### config.mk
export PLATFORM = sky130hd
export DESIGN_NAME = hazard_ctrl_flat
export DESIGN_NICKNAME = d
export VERILOG_FILES = /design/src/rtl/hazard_ctrl_if.sv /design/src/rtl/hazard_ctrl.sv /design/src/flat_wrapper.sv
export SDC_FILE = /design/constraint.sdc
export NUM_CORES = 1
export LEC_CHECK = 0
export ABC_AREA = 1
export BUFFER_PORTS_ARGS = -buffer_cell sky130_fd_sc_hd__buf_2
export CAP_MARGIN = 10
export CORE_MARGIN = 2
export CORE_UTILIZATION = 50
export CTS_CLUSTER_DIAMETER = 200
export DETAILED_ROUTE_END_ITERATION = 10
export GPL_ROUTABILITY_DRIVEN = 0
export PLACE_DENSITY = 0.79
export SLEW_MARGIN = 20
export SYNTH_ARGS = -nofsm -noshare
export SYNTH_HDL_FRONTEND = slang
export SYNTH_SLANG_ARGS = --single-unit
### constraint.sdc
create_clock -name clk -period 2.1 [get_ports clk]
set_input_delay 0.315 -clock clk [delete_from_list [all_inputs] [get_ports clk]]
set_output_delay 0.315 -clock clk [all_outputs]
set_load 0.01 [all_outputs]
### src/rtl/hazard_ctrl_if.sv
// Pipeline-side bundle for the hazard controller.
// master: pipeline/cache side. It drives the cache responses and the stage hazard info,
//         and it receives the enables, flushes, gated strobes and counters.
// slave : hazard_ctrl. It consumes the hazard info and drives the controls.
interface hazard_ctrl_if #(
  parameter int unsigned CNT_W = 16
);
  localparam int unsigned REG_W = 5;

  // I-cache side
  logic             imem_resp;
  logic [31:0]      imem_rdata;
  logic             imem_read;
  logic [31:0]      instr_IF;

  // D-cache side
  logic             dmem_req;
  logic             dmem_resp;
  logic [31:0]      dmem_rdata;
  logic             dmem_go;
  logic [31:0]      rdata_MEM;

  // Hazard information from EX/ID
  logic             load_EX;
  logic [REG_W-1:0] rd_EX;
  logic [REG_W-1:0] rs1_ID;
  logic [REG_W-1:0] rs2_ID;
  logic             use_rs1_ID;
  logic             use_rs2_ID;
  logic             redirect_EX;

  // Stage controls
  logic             load_pc;
  logic             load_IF_ID;
  logic             load_ID_EX;
  logic             load_EX_MEM;
  logic             load_MEM_WB;
  logic             flush_IF_ID;
  logic             flush_ID_EX;

  // Event counters
  logic [CNT_W-1:0] cnt_dstall;
  logic [CNT_W-1:0] cnt_lu;
  logic [CNT_W-1:0] cnt_redirect;

  modport master (
    output imem_resp, imem_rdata, dmem_req, dmem_resp, dmem_rdata,
           load_EX, rd_EX, rs1_ID, rs2_ID, use_rs1_ID, use_rs2_ID, redirect_EX,
    input  imem_read, instr_IF, dmem_go, rdata_MEM,
           load_pc, load_IF_ID, load_ID_EX, load_EX_MEM, load_MEM_WB,
           flush_IF_ID, flush_ID_EX, cnt_dstall, cnt_lu, cnt_redirect
  );

  modport slave (
    input  imem_resp, imem_rdata, dmem_req, dmem_resp, dmem_rdata,
           load_EX, rd_EX, rs1_ID, rs2_ID, use_rs1_ID, use_rs2_ID, redirect_EX,
    output imem_read, instr_IF, dmem_go, rdata_MEM,
           load_pc, load_IF_ID, load_ID_EX, load_EX_MEM, load_MEM_WB,
           flush_IF_ID, flush_ID_EX, cnt_dstall, cnt_lu, cnt_redirect
  );
endinterface

### src/rtl/hazard_ctrl.sv
// Pipeline sequencing controller for the 5-stage RV32I core.
// It arbitrates four stall causes into per-stage load enables and bubble flushes:
// D-cache wait, redirect during an I-cache miss, load-use, and I-cache wait.
// Skid registers hold cache responses that arrive while the consuming stage is frozen.
// Ports:
//   clk, rst   clock and synchronous active-high reset
//   bus        hazard_ctrl_if.slave
//              inputs : cache responses/data, EX/ID hazard info
//              outputs: enables, flushes, gated cache strobes, presented data, counters
module hazard_ctrl #(
  parameter int unsigned CNT_W = 16
) (
  input  logic         clk,
  input  logic         rst,
  hazard_ctrl_if.slave bus
);

  typedef enum logic [2:0] {
    SEL_RUN,
    SEL_DSTALL,
    SEL_RWAIT,
    SEL_REDIR,
    SEL_LU,
    SEL_FETCH
  } sel_e;

  logic             ihold_valid_q, ihold_valid_d;
  logic [31:0]      ihold_q, ihold_d;
  logic             dhold_valid_q, dhold_valid_d;
  logic [31:0]      dhold_q, dhold_d;
  logic             rwait_q, rwait_d;
  logic [CNT_W-1:0] cnt_dstall_q, cnt_dstall_d;
  logic [CNT_W-1:0] cnt_lu_q, cnt_lu_d;
  logic [CNT_W-1:0] cnt_redirect_q, cnt_redirect_d;

  logic ifetch_ok;
  logic dmem_ok;
  logic fetch_pend;
  logic lu;
  sel_e sel;
  logic inc_redir;

  // Hazard terms and priority selection of the active case
  always_comb begin
    ifetch_ok  = ihold_valid_q | bus.imem_resp;
    dmem_ok    = !bus.dmem_req | dhold_valid_q | bus.dmem_resp;
    fetch_pend = !ihold_valid_q & !bus.imem_resp;
    lu         = bus.load_EX & (bus.rd_EX != '0) &
                 ((bus.use_rs1_ID & (bus.rs1_ID == bus.rd_EX)) |
                  (bus.use_rs2_ID & (bus.rs2_ID == bus.rd_EX)));
    sel = SEL_RUN;
    if (!dmem_ok)                       sel = SEL_DSTALL;
    else if (bus.redirect_EX && fetch_pend) sel = SEL_RWAIT;
    else if (bus.redirect_EX)           sel = SEL_REDIR;
    else if (lu)                        sel = SEL_LU;
    else if (!ifetch_ok)                sel = SEL_FETCH;
  end

  // Stage enables and flushes; everything is held off while in reset
  always_comb begin
    bus.load_pc     = 1'b0;
    bus.load_IF_ID  = 1'b0;
    bus.load_ID_EX  = 1'b0;
    bus.load_EX_MEM = 1'b0;
    bus.load_MEM_WB = 1'b0;
    bus.flush_IF_ID = 1'b0;
    bus.flush_ID_EX = 1'b0;
    if (!rst) begin
      unique case (sel)
        SEL_DSTALL, SEL_RWAIT: ;
        SEL_REDIR: begin
          bus.load_pc     = 1'b1;
          bus.load_IF_ID  = 1'b1;
          bus.load_ID_EX  = 1'b1;
          bus.load_EX_MEM = 1'b1;
          bus.load_MEM_WB = 1'b1;
          bus.flush_IF_ID = 1'b1;
          bus.flush_ID_EX = 1'b1;
        end
        SEL_LU: begin
          bus.load_ID_EX  = 1'b1;
          bus.load_EX_MEM = 1'b1;
          bus.load_MEM_WB = 1'b1;
          bus.flush_ID_EX = 1'b1;
        end
        SEL_FETCH: begin
          bus.load_IF_ID  = 1'b1;
          bus.load_ID_EX  = 1'b1;
          bus.load_EX_MEM = 1'b1;
          bus.load_MEM_WB = 1'b1;
          bus.flush_IF_ID = 1'b1;
        end
        default: begin
          bus.load_pc     = 1'b1;
          bus.load_IF_ID  = 1'b1;
          bus.load_ID_EX  = 1'b1;
          bus.load_EX_MEM = 1'b1;
          bus.load_MEM_WB = 1'b1;
        end
      endcase
    end
  end

  // Data muxing and request gating: a held response suppresses a re-request
  always_comb begin
    bus.instr_IF  = ihold_valid_q ? ihold_q : bus.imem_rdata;
    bus.rdata_MEM = dhold_valid_q ? dhold_q : bus.dmem_rdata;
    bus.imem_read = !ihold_valid_q & !rst;
    bus.dmem_go   = bus.dmem_req & !dhold_valid_q & !rst;
  end

  // The first REDIRECT after a wait still has rwait set, so both paths count once
  assign inc_redir = (sel == SEL_REDIR) & (!rwait_q | rwait_q & (sel != SEL_RWAIT));

  // Next-state for skid registers, rwait and counters
  always_comb begin
    ihold_valid_d  = ihold_valid_q;
    ihold_d        = ihold_q;
    dhold_valid_d  = dhold_valid_q;
    dhold_d        = dhold_q;
    rwait_d        = (sel == SEL_RWAIT);
    cnt_dstall_d   = cnt_dstall_q;
    cnt_lu_d       = cnt_lu_q;
    cnt_redirect_d = cnt_redirect_q;

    // Any IF/ID advance retires the held entry, consumed or flushed
    if (bus.load_IF_ID) begin
      ihold_valid_d = 1'b0;
    end else if (bus.imem_resp && !ihold_valid_q) begin
      ihold_valid_d = 1'b1;
      ihold_d       = bus.imem_rdata;
    end

    if (bus.load_MEM_WB) begin
      dhold_valid_d = 1'b0;
    end else if (bus.dmem_resp && bus.dmem_req && !dhold_valid_q) begin
      dhold_valid_d = 1'b1;
      dhold_d       = bus.dmem_rdata;
    end

    if ((sel == SEL_DSTALL) && (cnt_dstall_q != '1)) cnt_dstall_d = cnt_dstall_q + CNT_W'(1);
    if ((sel == SEL_LU) && (cnt_lu_q != '1))         cnt_lu_d = cnt_lu_q + CNT_W'(1);
    if (inc_redir && (cnt_redirect_q != '1))         cnt_redirect_d = cnt_redirect_q + CNT_W'(1);
  end

  // State registers with synchronous reset
  always_ff @(posedge clk) begin
    if (rst) begin
      ihold_valid_q  <= 1'b0;
      ihold_q        <= '0;
      dhold_valid_q  <= 1'b0;
      dhold_q        <= '0;
      rwait_q        <= 1'b0;
      cnt_dstall_q   <= '0;
      cnt_lu_q       <= '0;
      cnt_redirect_q <= '0;
    end else begin
      ihold_valid_q  <= ihold_valid_d;
      ihold_q        <= ihold_d;
      dhold_valid_q  <= dhold_valid_d;
      dhold_q        <= dhold_d;
      rwait_q        <= rwait_d;
      cnt_dstall_q   <= cnt_dstall_d;
      cnt_lu_q       <= cnt_lu_d;
      cnt_redirect_q <= cnt_redirect_d;
    end
  end

  assign bus.cnt_dstall   = cnt_dstall_q;
  assign bus.cnt_lu       = cnt_lu_q;
  assign bus.cnt_redirect = cnt_redirect_q;

endmodule

### src/flat_wrapper.sv
// flat-port wrapper written by rule: the top's interface ports become plain ports
module hazard_ctrl_flat 
#(
  parameter int unsigned CNT_W = 16
)
  (clk, rst, bus_imem_resp, bus_imem_rdata, bus_dmem_req, bus_dmem_resp, bus_dmem_rdata, bus_load_EX, bus_rd_EX, bus_rs1_ID, bus_rs2_ID, bus_use_rs1_ID, bus_use_rs2_ID, bus_redirect_EX, bus_imem_read, bus_instr_IF, bus_dmem_go, bus_rdata_MEM, bus_load_pc, bus_load_IF_ID, bus_load_ID_EX, bus_load_EX_MEM, bus_load_MEM_WB, bus_flush_IF_ID, bus_flush_ID_EX, bus_cnt_dstall, bus_cnt_lu, bus_cnt_redirect);
  hazard_ctrl_if #(.CNT_W(CNT_W)) bus_i ();
  input  logic clk;
  input  logic rst;
  input wire logic [$bits(bus_i.imem_resp)-1:0] bus_imem_resp;
  input wire logic [$bits(bus_i.imem_rdata)-1:0] bus_imem_rdata;
  input wire logic [$bits(bus_i.dmem_req)-1:0] bus_dmem_req;
  input wire logic [$bits(bus_i.dmem_resp)-1:0] bus_dmem_resp;
  input wire logic [$bits(bus_i.dmem_rdata)-1:0] bus_dmem_rdata;
  input wire logic [$bits(bus_i.load_EX)-1:0] bus_load_EX;
  input wire logic [$bits(bus_i.rd_EX)-1:0] bus_rd_EX;
  input wire logic [$bits(bus_i.rs1_ID)-1:0] bus_rs1_ID;
  input wire logic [$bits(bus_i.rs2_ID)-1:0] bus_rs2_ID;
  input wire logic [$bits(bus_i.use_rs1_ID)-1:0] bus_use_rs1_ID;
  input wire logic [$bits(bus_i.use_rs2_ID)-1:0] bus_use_rs2_ID;
  input wire logic [$bits(bus_i.redirect_EX)-1:0] bus_redirect_EX;
  output wire logic [$bits(bus_i.imem_read)-1:0] bus_imem_read;
  output wire logic [$bits(bus_i.instr_IF)-1:0] bus_instr_IF;
  output wire logic [$bits(bus_i.dmem_go)-1:0] bus_dmem_go;
  output wire logic [$bits(bus_i.rdata_MEM)-1:0] bus_rdata_MEM;
  output wire logic [$bits(bus_i.load_pc)-1:0] bus_load_pc;
  output wire logic [$bits(bus_i.load_IF_ID)-1:0] bus_load_IF_ID;
  output wire logic [$bits(bus_i.load_ID_EX)-1:0] bus_load_ID_EX;
  output wire logic [$bits(bus_i.load_EX_MEM)-1:0] bus_load_EX_MEM;
  output wire logic [$bits(bus_i.load_MEM_WB)-1:0] bus_load_MEM_WB;
  output wire logic [$bits(bus_i.flush_IF_ID)-1:0] bus_flush_IF_ID;
  output wire logic [$bits(bus_i.flush_ID_EX)-1:0] bus_flush_ID_EX;
  output wire logic [$bits(bus_i.cnt_dstall)-1:0] bus_cnt_dstall;
  output wire logic [$bits(bus_i.cnt_lu)-1:0] bus_cnt_lu;
  output wire logic [$bits(bus_i.cnt_redirect)-1:0] bus_cnt_redirect;
  assign bus_i.imem_resp = bus_imem_resp;
  assign bus_i.imem_rdata = bus_imem_rdata;
  assign bus_i.dmem_req = bus_dmem_req;
  assign bus_i.dmem_resp = bus_dmem_resp;
  assign bus_i.dmem_rdata = bus_dmem_rdata;
  assign bus_i.load_EX = bus_load_EX;
  assign bus_i.rd_EX = bus_rd_EX;
  assign bus_i.rs1_ID = bus_rs1_ID;
  assign bus_i.rs2_ID = bus_rs2_ID;
  assign bus_i.use_rs1_ID = bus_use_rs1_ID;
  assign bus_i.use_rs2_ID = bus_use_rs2_ID;
  assign bus_i.redirect_EX = bus_redirect_EX;
  assign bus_imem_read = bus_i.imem_read;
  assign bus_instr_IF = bus_i.instr_IF;
  assign bus_dmem_go = bus_i.dmem_go;
  assign bus_rdata_MEM = bus_i.rdata_MEM;
  assign bus_load_pc = bus_i.load_pc;
  assign bus_load_IF_ID = bus_i.load_IF_ID;
  assign bus_load_ID_EX = bus_i.load_ID_EX;
  assign bus_load_EX_MEM = bus_i.load_EX_MEM;
  assign bus_load_MEM_WB = bus_i.load_MEM_WB;
  assign bus_flush_IF_ID = bus_i.flush_IF_ID;
  assign bus_flush_ID_EX = bus_i.flush_ID_EX;
  assign bus_cnt_dstall = bus_i.cnt_dstall;
  assign bus_cnt_lu = bus_i.cnt_lu;
  assign bus_cnt_redirect = bus_i.cnt_redirect;
  hazard_ctrl #(.CNT_W(CNT_W)) u_core (.clk(clk), .rst(rst), .bus(bus_i));
endmodule
Word level (Yosys, flattened, before mapping)

Cells that the tools add are included.

Register bits after elaboration: 115
Input bits: 88
Output and inout port bits: 121
Logic and storage cells: 79

Add/sub/neg operators: 3
Equality and inequality tests: 11
Multiplexer cells: 17
Bitwise operators: 17
Reductions and logical operators: 23

Operators by type and width:

| cell                                                                  | count |
|---|---|
| 32-bit 2-to-1 mux                                                     | 2 |
| 16-bit by 1-bit adder with 16-bit output, second input constant       | 3 |
| 16-bit != test, second input constant                                 | 3 |
| 3-bit 2-to-1 mux                                                      | 5 |
| 1-bit AND                                                             | 10 |
| 5-bit equality test                                                   | 2 |
| 1-bit 2-to-1 mux                                                      | 10 |
| 2-bit OR reduction                                                    | 5 |
| 1-bit logical AND                                                     | 7 |
| 3-bit by 2-bit equality test with 1-bit output, second input constant | 2 |
| 3-bit equality test, second input constant                            | 2 |
| 1-bit logical NOT                                                     | 6 |
| 1-bit OR                                                              | 5 |
| 5-bit nonzero test                                                    | 1 |
| 2-bit AND reduction                                                   | 2 |
| 4-bit OR reduction                                                    | 1 |
| 3-bit by 1-bit equality test with 1-bit output, second input constant | 1 |
| 3-bit by 2-bit != test with 1-bit output, second input constant       | 1 |
| 3-bit OR reduction                                                    | 1 |
| 1-bit NOT                                                             | 2 |

Logic depth before layout (Yosys ltp)

Depth in word-level cells: 14
Gate-level depth with buffers: 13
Mapped depth without buffers: 11

Least setup slack after synthesis

No wires, ideal clock.

Kind: reg2reg
Start: reg u_core.cnt_lu_q[0] (netlist: u_core.bus.cnt_lu[0])
End: reg u_core.cnt_lu_q[11] (netlist: u_core.bus.cnt_lu[11])
Library setup time: 133 ps
Data arrival time: 1612 ps
Required time: 1967 ps
Path slack: 354 ps
Stages on the path, launching flop included: 10
Buffers on the path: 1
Period minus slack after synthesis: 1746 ps
Path through: dfxtp_1 -> ha_1 -> nand3_2 -> nor3_4 -> nand4_1 -> nand4_4 -> inv_2 -> buf_4 -> nand2_1 -> a21oi_2

Longest elaborated chain between the ends: 2
Elaborated cells between the ends (all ways): 3
Those cells by class: 1 x add/sub; 1 x eq/ne; 1 x reduce/logical

Ends and longest elaborated chain:

| what                                                                             | line               | RTL |
|---|---|---|
| start, declared                                                                  | hazard_ctrl.sv:33  | `logic [CNT_W-1:0] cnt_lu_q, cnt_lu_d;` |
| start signal, assigned                                                           | hazard_ctrl.sv:164 | `cnt_lu_q <= cnt_lu_d;` |
| branches (longest 2 deep; another with 16-bit by 1-bit adder with 16-bit output) | n/a                |  |

Several ways; the timed one is not identified.
A chain may end at the register's enable or synchronous reset.

Worst setup path in the final report

Start: reg u_core.dhold_valid_q
End: out bus_flush_IF_ID

Longest elaborated chain between the ends: 7
Elaborated cells between the ends (all ways): 8
Those cells by class: 2 x eq/ne; 3 x mux; 2 x bitwise; 1 x reduce/logical

Ends and longest elaborated chain:

| what                                                                                         | line               | RTL |
|---|---|---|
| start, declared                                                                              | hazard_ctrl.sv:29  | `logic dhold_valid_q, dhold_valid_d;` |
| start signal, assigned                                                                       | hazard_ctrl.sv:160 | `dhold_valid_q <= dhold_valid_d;` |
| 1-bit OR * (2 in a row)                                                                      | hazard_ctrl.sv:46  | `dmem_ok = !bus.dmem_req \| dhold_valid_q \| bus.dmem_resp;` |
| 3-bit 2-to-1 mux *                                                                           | hazard_ctrl.sv:52  | `if (!dmem_ok) sel = SEL_DSTALL;` |
| 3-bit equality test / 3-bit by 2-bit equality test with 1-bit output (equally long branches) | hazard_ctrl.sv:69  | `unique case (sel)` |
| 2-bit OR reduction (no line) *                                                               | n/a                |  |
| 1-bit 2-to-1 mux *                                                                           | hazard_ctrl.sv:69  |  |
| 1-bit 2-to-1 mux *                                                                           | hazard_ctrl.sv:68  | `if (!rst) begin` |
| end, declared                                                                                | flat_wrapper.sv:31 | `output wire logic [$bits(bus_i.flush_IF_ID)-1:0] bus_flush_IF_ID;` |

Every way passes the cells marked *; elsewhere a longest branch is shown, timed or not.

==> reports/summary.md <==
## Drt
* per-cell routed wire length: 12.1 um
* detailed-route vias per instance: 4.95
* total DRC errors in the routed layout: 0
* post-detailed-route count of antenna-violating nets: 0
* Total Wirelength: 16.6 mm
* number of DRC markers in iteration 0: 606
* first-pass iteration count of the detailed router: 5
* via count: 6824

## Pwr
* leak pwr: 3.93 nW
* maximum vdd drop: 0.000493 V
* sequential fraction of design power: 36.3%
* P per Cell Area: 773 nW/um^2
* Clock Power Share: 50.6%
* sw frac: 24.8%
* switching power summed over all nets: 1.59 mW
* part of the total power dissipated in combinational logic: 13.2%
* internal power component: 4.82 mW

## Synth
* cell with the most instances after synthesis: sky130_fd_sc_hd__nand2_1
* count of flip-flops with a built-in enable after synthesis: 0
* fraction of post-synthesis cell area in the top cell type by area: 35.2%
* Synth area leader: sky130_fd_sc_hd__dfxtp_1
* syn_area_per_cell: 6.53 sq um
* ranking of synthesized cells by instance count: sky130_fd_sc_hd__nand2_1, sky130_fd_sc_hd__nor2_1, sky130_fd_sc_hd__dfxtp_1
* FFs w/ async S/R, synth: 0%
* number of unique standard cell types used by synthesis: 42
* cell count after synthesis: 993
* leading cell types by total area after synthesis: sky130_fd_sc_hd__dfxtp_1, sky130_fd_sc_hd__nand2_1, sky130_fd_sc_hd__nor2_1
* Post-Syn Nets: 1084
* most used flip-flop cell after synthesis: sky130_fd_sc_hd__dfxtp_1
* part of the Yosys area used for sequential elements: 35.2%
* Post-Syn Area: 6480 sq um
* number of storage elements in the synthesis netlist: 114
* number of synthesis warnings: 0

## Timing
* min setup slack post-route: 164 ps
* unrepaired setup endpoints after global routing: no
* summed negative setup slack over all endpoints: 0 ps
* number of hold violations in the final report: 0
* slew at the pin closest to its max-slew limit: 557 ps
* achievable clock frequency: 517 MHz
* clock period minus worst slack: 1940 ps
* headroom to the max-slew limit: 62.8%
* Max Transition Viols Final: 0
* final setup violation count: 0
* clk_skew: 6.12 ps
* Tcrit/Tclk final: 92.2%

## Place
* pre-CTS WS: 212 ps
* dpl hpwl: 11.9 mm
* quantity of I/O buffers inserted on ports: 208

## GRT
* global-route layer with the greatest usage: met2
* met1 track utilization from global routing: 28.9%
* GR met2 Demand/Resource: 39.6%
* maximum number of pins on one net before global-route repair: 67
* global-route wire length before repair: 28.0 mm
* global routing met3 resource utilization: 7.27%
* number of antenna violations at the first check in global routing: 0
* grt total ovfl: 0
* overall global routing resource usage: 23.9%
* vias in the first global route: 6175

## Die
* die footprint: 13900 sq um
* count of boundary I/O pins: 209
* width of the chip: 118 um
* floorplan row count: 41
* Core ar.: 12600 sq um
* die height: 118 um
* Starting Density: 51.4%

## Finish
* share of post-route cells with drive strength above 1: 27.5%
* final layout net count: 1284
* number of filler cells placed in the layout: 1186
* area added between synthesis and finish: 28.1%
* number of diodes added for antenna fixing: 0
* combined flip-flop and latch cell area: 2280 sq um
* total area of multi-input combinational cells: 3470 sq um

## Critical path
* Worst Path Required: 1780 ps
* worst stage delay on the critical path: 400 ps
* critical-path cell with the highest stage delay: sky130_fd_sc_hd__dfxtp_1
* sort of element at the end of the critical path: output pin
* worst path cell trace: inv_4 > nand3_4 > nand2_1 > nor2_2 > inv_2 > a21oi_1 > buf_2
* worst setup path class: flop to output pin
* crit-path max FO: 5
* Data arrival, critical path: 1620 ps
* Worst setup startpoint: u_core.dhold_valid_q$_SDFFE_PP0P_
* Critical Path Sink: bus_flush_IF_ID
* launching element type of the critical path: flop
* R2R Setup Slk: 180 ps
* capture point of the worst reg-to-reg path: u_core.bus.cnt_lu[0]$_SDFFE_PP0P_
* Critical R2R Launch: u_core.bus.cnt_lu[0]$_SDFFE_PP0P_
* number of cells on the worst reg-to-reg path: 8

## CTS
* clock sinks: 114
* latest clock arrival within the worst-skew pair: 410 ps
* hold buffers post-CTS: 0
* CTS clk-pin slew, worst paths: 60 ps
* number of H-tree branching levels: 4
* TritonCTS buffer count: 17
* TritonCTS clock tree: built
* CTS Root Cell: sky130_fd_sc_hd__clkbuf_16
* Longest Clk Path Bufs: 2

## Run
* Max-cap violations: 0

## Run status
* outcome: finished clean

## Min path
* class of the tightest hold or removal check: primary input to flop

## routing by layer
| layer | vias up | wire, um |
|---|---|---|
| met2 | 240 | 7630 |
| met5 | - | 0 |
| met3 | 31 | 1240 |
| met4 | 0 | 408 |
| li1 | 3544 | - |
| met1 | 3009 | 7350 |
## worst max-delay path, delay by kind of cell (launching register included)
family,cells,cell delay [ps]
simple gates,3,410
buf+inv,3,290
flops,1,400
compound gates,1,110
## stage by stage
stage	util (%)	power, mW	cells	instance area, sq um	hold WS, ps
after floorplan	-	2.92	993	6480	451
after global placement	60.2	3.19	1341	7590	461
after detailed placement	60.2	3.20	1341	7590	470
after CTS	65.4	6.46	1373	8260	137
after global routing	65.8	6.70	1378	8300	163
final	65.8	6.42	1378	8300	152
## timing repair
item | 4_1_cts | 5_1_grt
gates resized for setup | 0 | 2
buffers inserted | 0 | 5
setup endpoints to repair | 0 | 10
## power by group through the flow
stage               combinational, mW  sequential [mW]  clock [mW]
global placement                0.818             2.37           0
CTS                             0.837             2.33        3.29
detailed placement              0.834             2.37           0
global route                    0.957             2.34        3.40
floorplan                       0.560             2.36           0
finish                          0.846             2.33        3.24
## registers in the layout (all words and copies together) (netlist names)
signal,cells
u_core.bus.cnt_dstall,16
u_core.bus.cnt_lu,16
u_core.bus.cnt_redirect,16
u_core.dhold_q,32
u_core.dhold_valid_q,1
u_core.ihold_q,32
u_core.ihold_valid_q,1
## how the worst min path moves through the flow
stage                                               start                              end  slack, ps  cells past startpoint
after floorplan           u_core.ihold_q[20]$_SDFFE_PP0P_  u_core.ihold_q[20]$_SDFFE_PP0P_        450                      2
after global placement    u_core.dhold_q[23]$_SDFFE_PP0P_  u_core.dhold_q[23]$_SDFFE_PP0P_        460                      2
after detailed placement  u_core.ihold_q[23]$_SDFFE_PP0P_  u_core.ihold_q[23]$_SDFFE_PP0P_        470                      2
after CTS                               bus_dmem_rdata[8]   u_core.dhold_q[8]$_SDFFE_PP0P_        140                      3
after global routing                   bus_dmem_rdata[22]  u_core.dhold_q[22]$_SDFFE_PP0P_        160                      3
final                                   bus_dmem_rdata[8]   u_core.dhold_q[8]$_SDFFE_PP0P_        150                      3
## cell type report
cell class	instances	area share, %
clock buffers	17	5.12
clock inverters	15	2.88
inverters	113	5.14
multi-input cells	714	41.8
flip-flops and latches	114	27.5
well taps	172	2.59
repair buffers	233	15.0
## layout by cell type, fill, tap and decap left out, types with 6 or more instances in the layout
| master | instances |
|---|---|
| sky130_fd_sc_hd__buf_2 | 208 |
| sky130_fd_sc_hd__dfxtp_1 | 113 |
| sky130_fd_sc_hd__o21ai_1 | 24 |
| sky130_fd_sc_hd__nor3_1 | 24 |
| sky130_fd_sc_hd__buf_4 | 23 |
| sky130_fd_sc_hd__nand4_1 | 10 |
| sky130_fd_sc_hd__nand3_1 | 43 |
| sky130_fd_sc_hd__nand3_2 | 12 |
| sky130_fd_sc_hd__inv_2 | 18 |
| sky130_fd_sc_hd__nand2_1 | 281 |
| sky130_fd_sc_hd__a21oi_1 | 58 |
| sky130_fd_sc_hd__nor2_1 | 130 |
| sky130_fd_sc_hd__a21oi_2 | 12 |
| sky130_fd_sc_hd__inv_1 | 94 |
| sky130_fd_sc_hd__clkbuf_16 | 17 |
| sky130_fd_sc_hd__xor2_1 | 20 |
| sky130_fd_sc_hd__o21ai_0 | 59 |
| sky130_fd_sc_hd__bufinv_16 | 6 |
## cell families after synthesis
kind of cell	share of synthesized area, %
buf+inv	11.4
flops	35.2
xor+xnor	3.24
compound gates	13.0
fa+ha+maj	0.579
simple gates	36.6
Note: power is estimated with default switching activity, not from simulation.
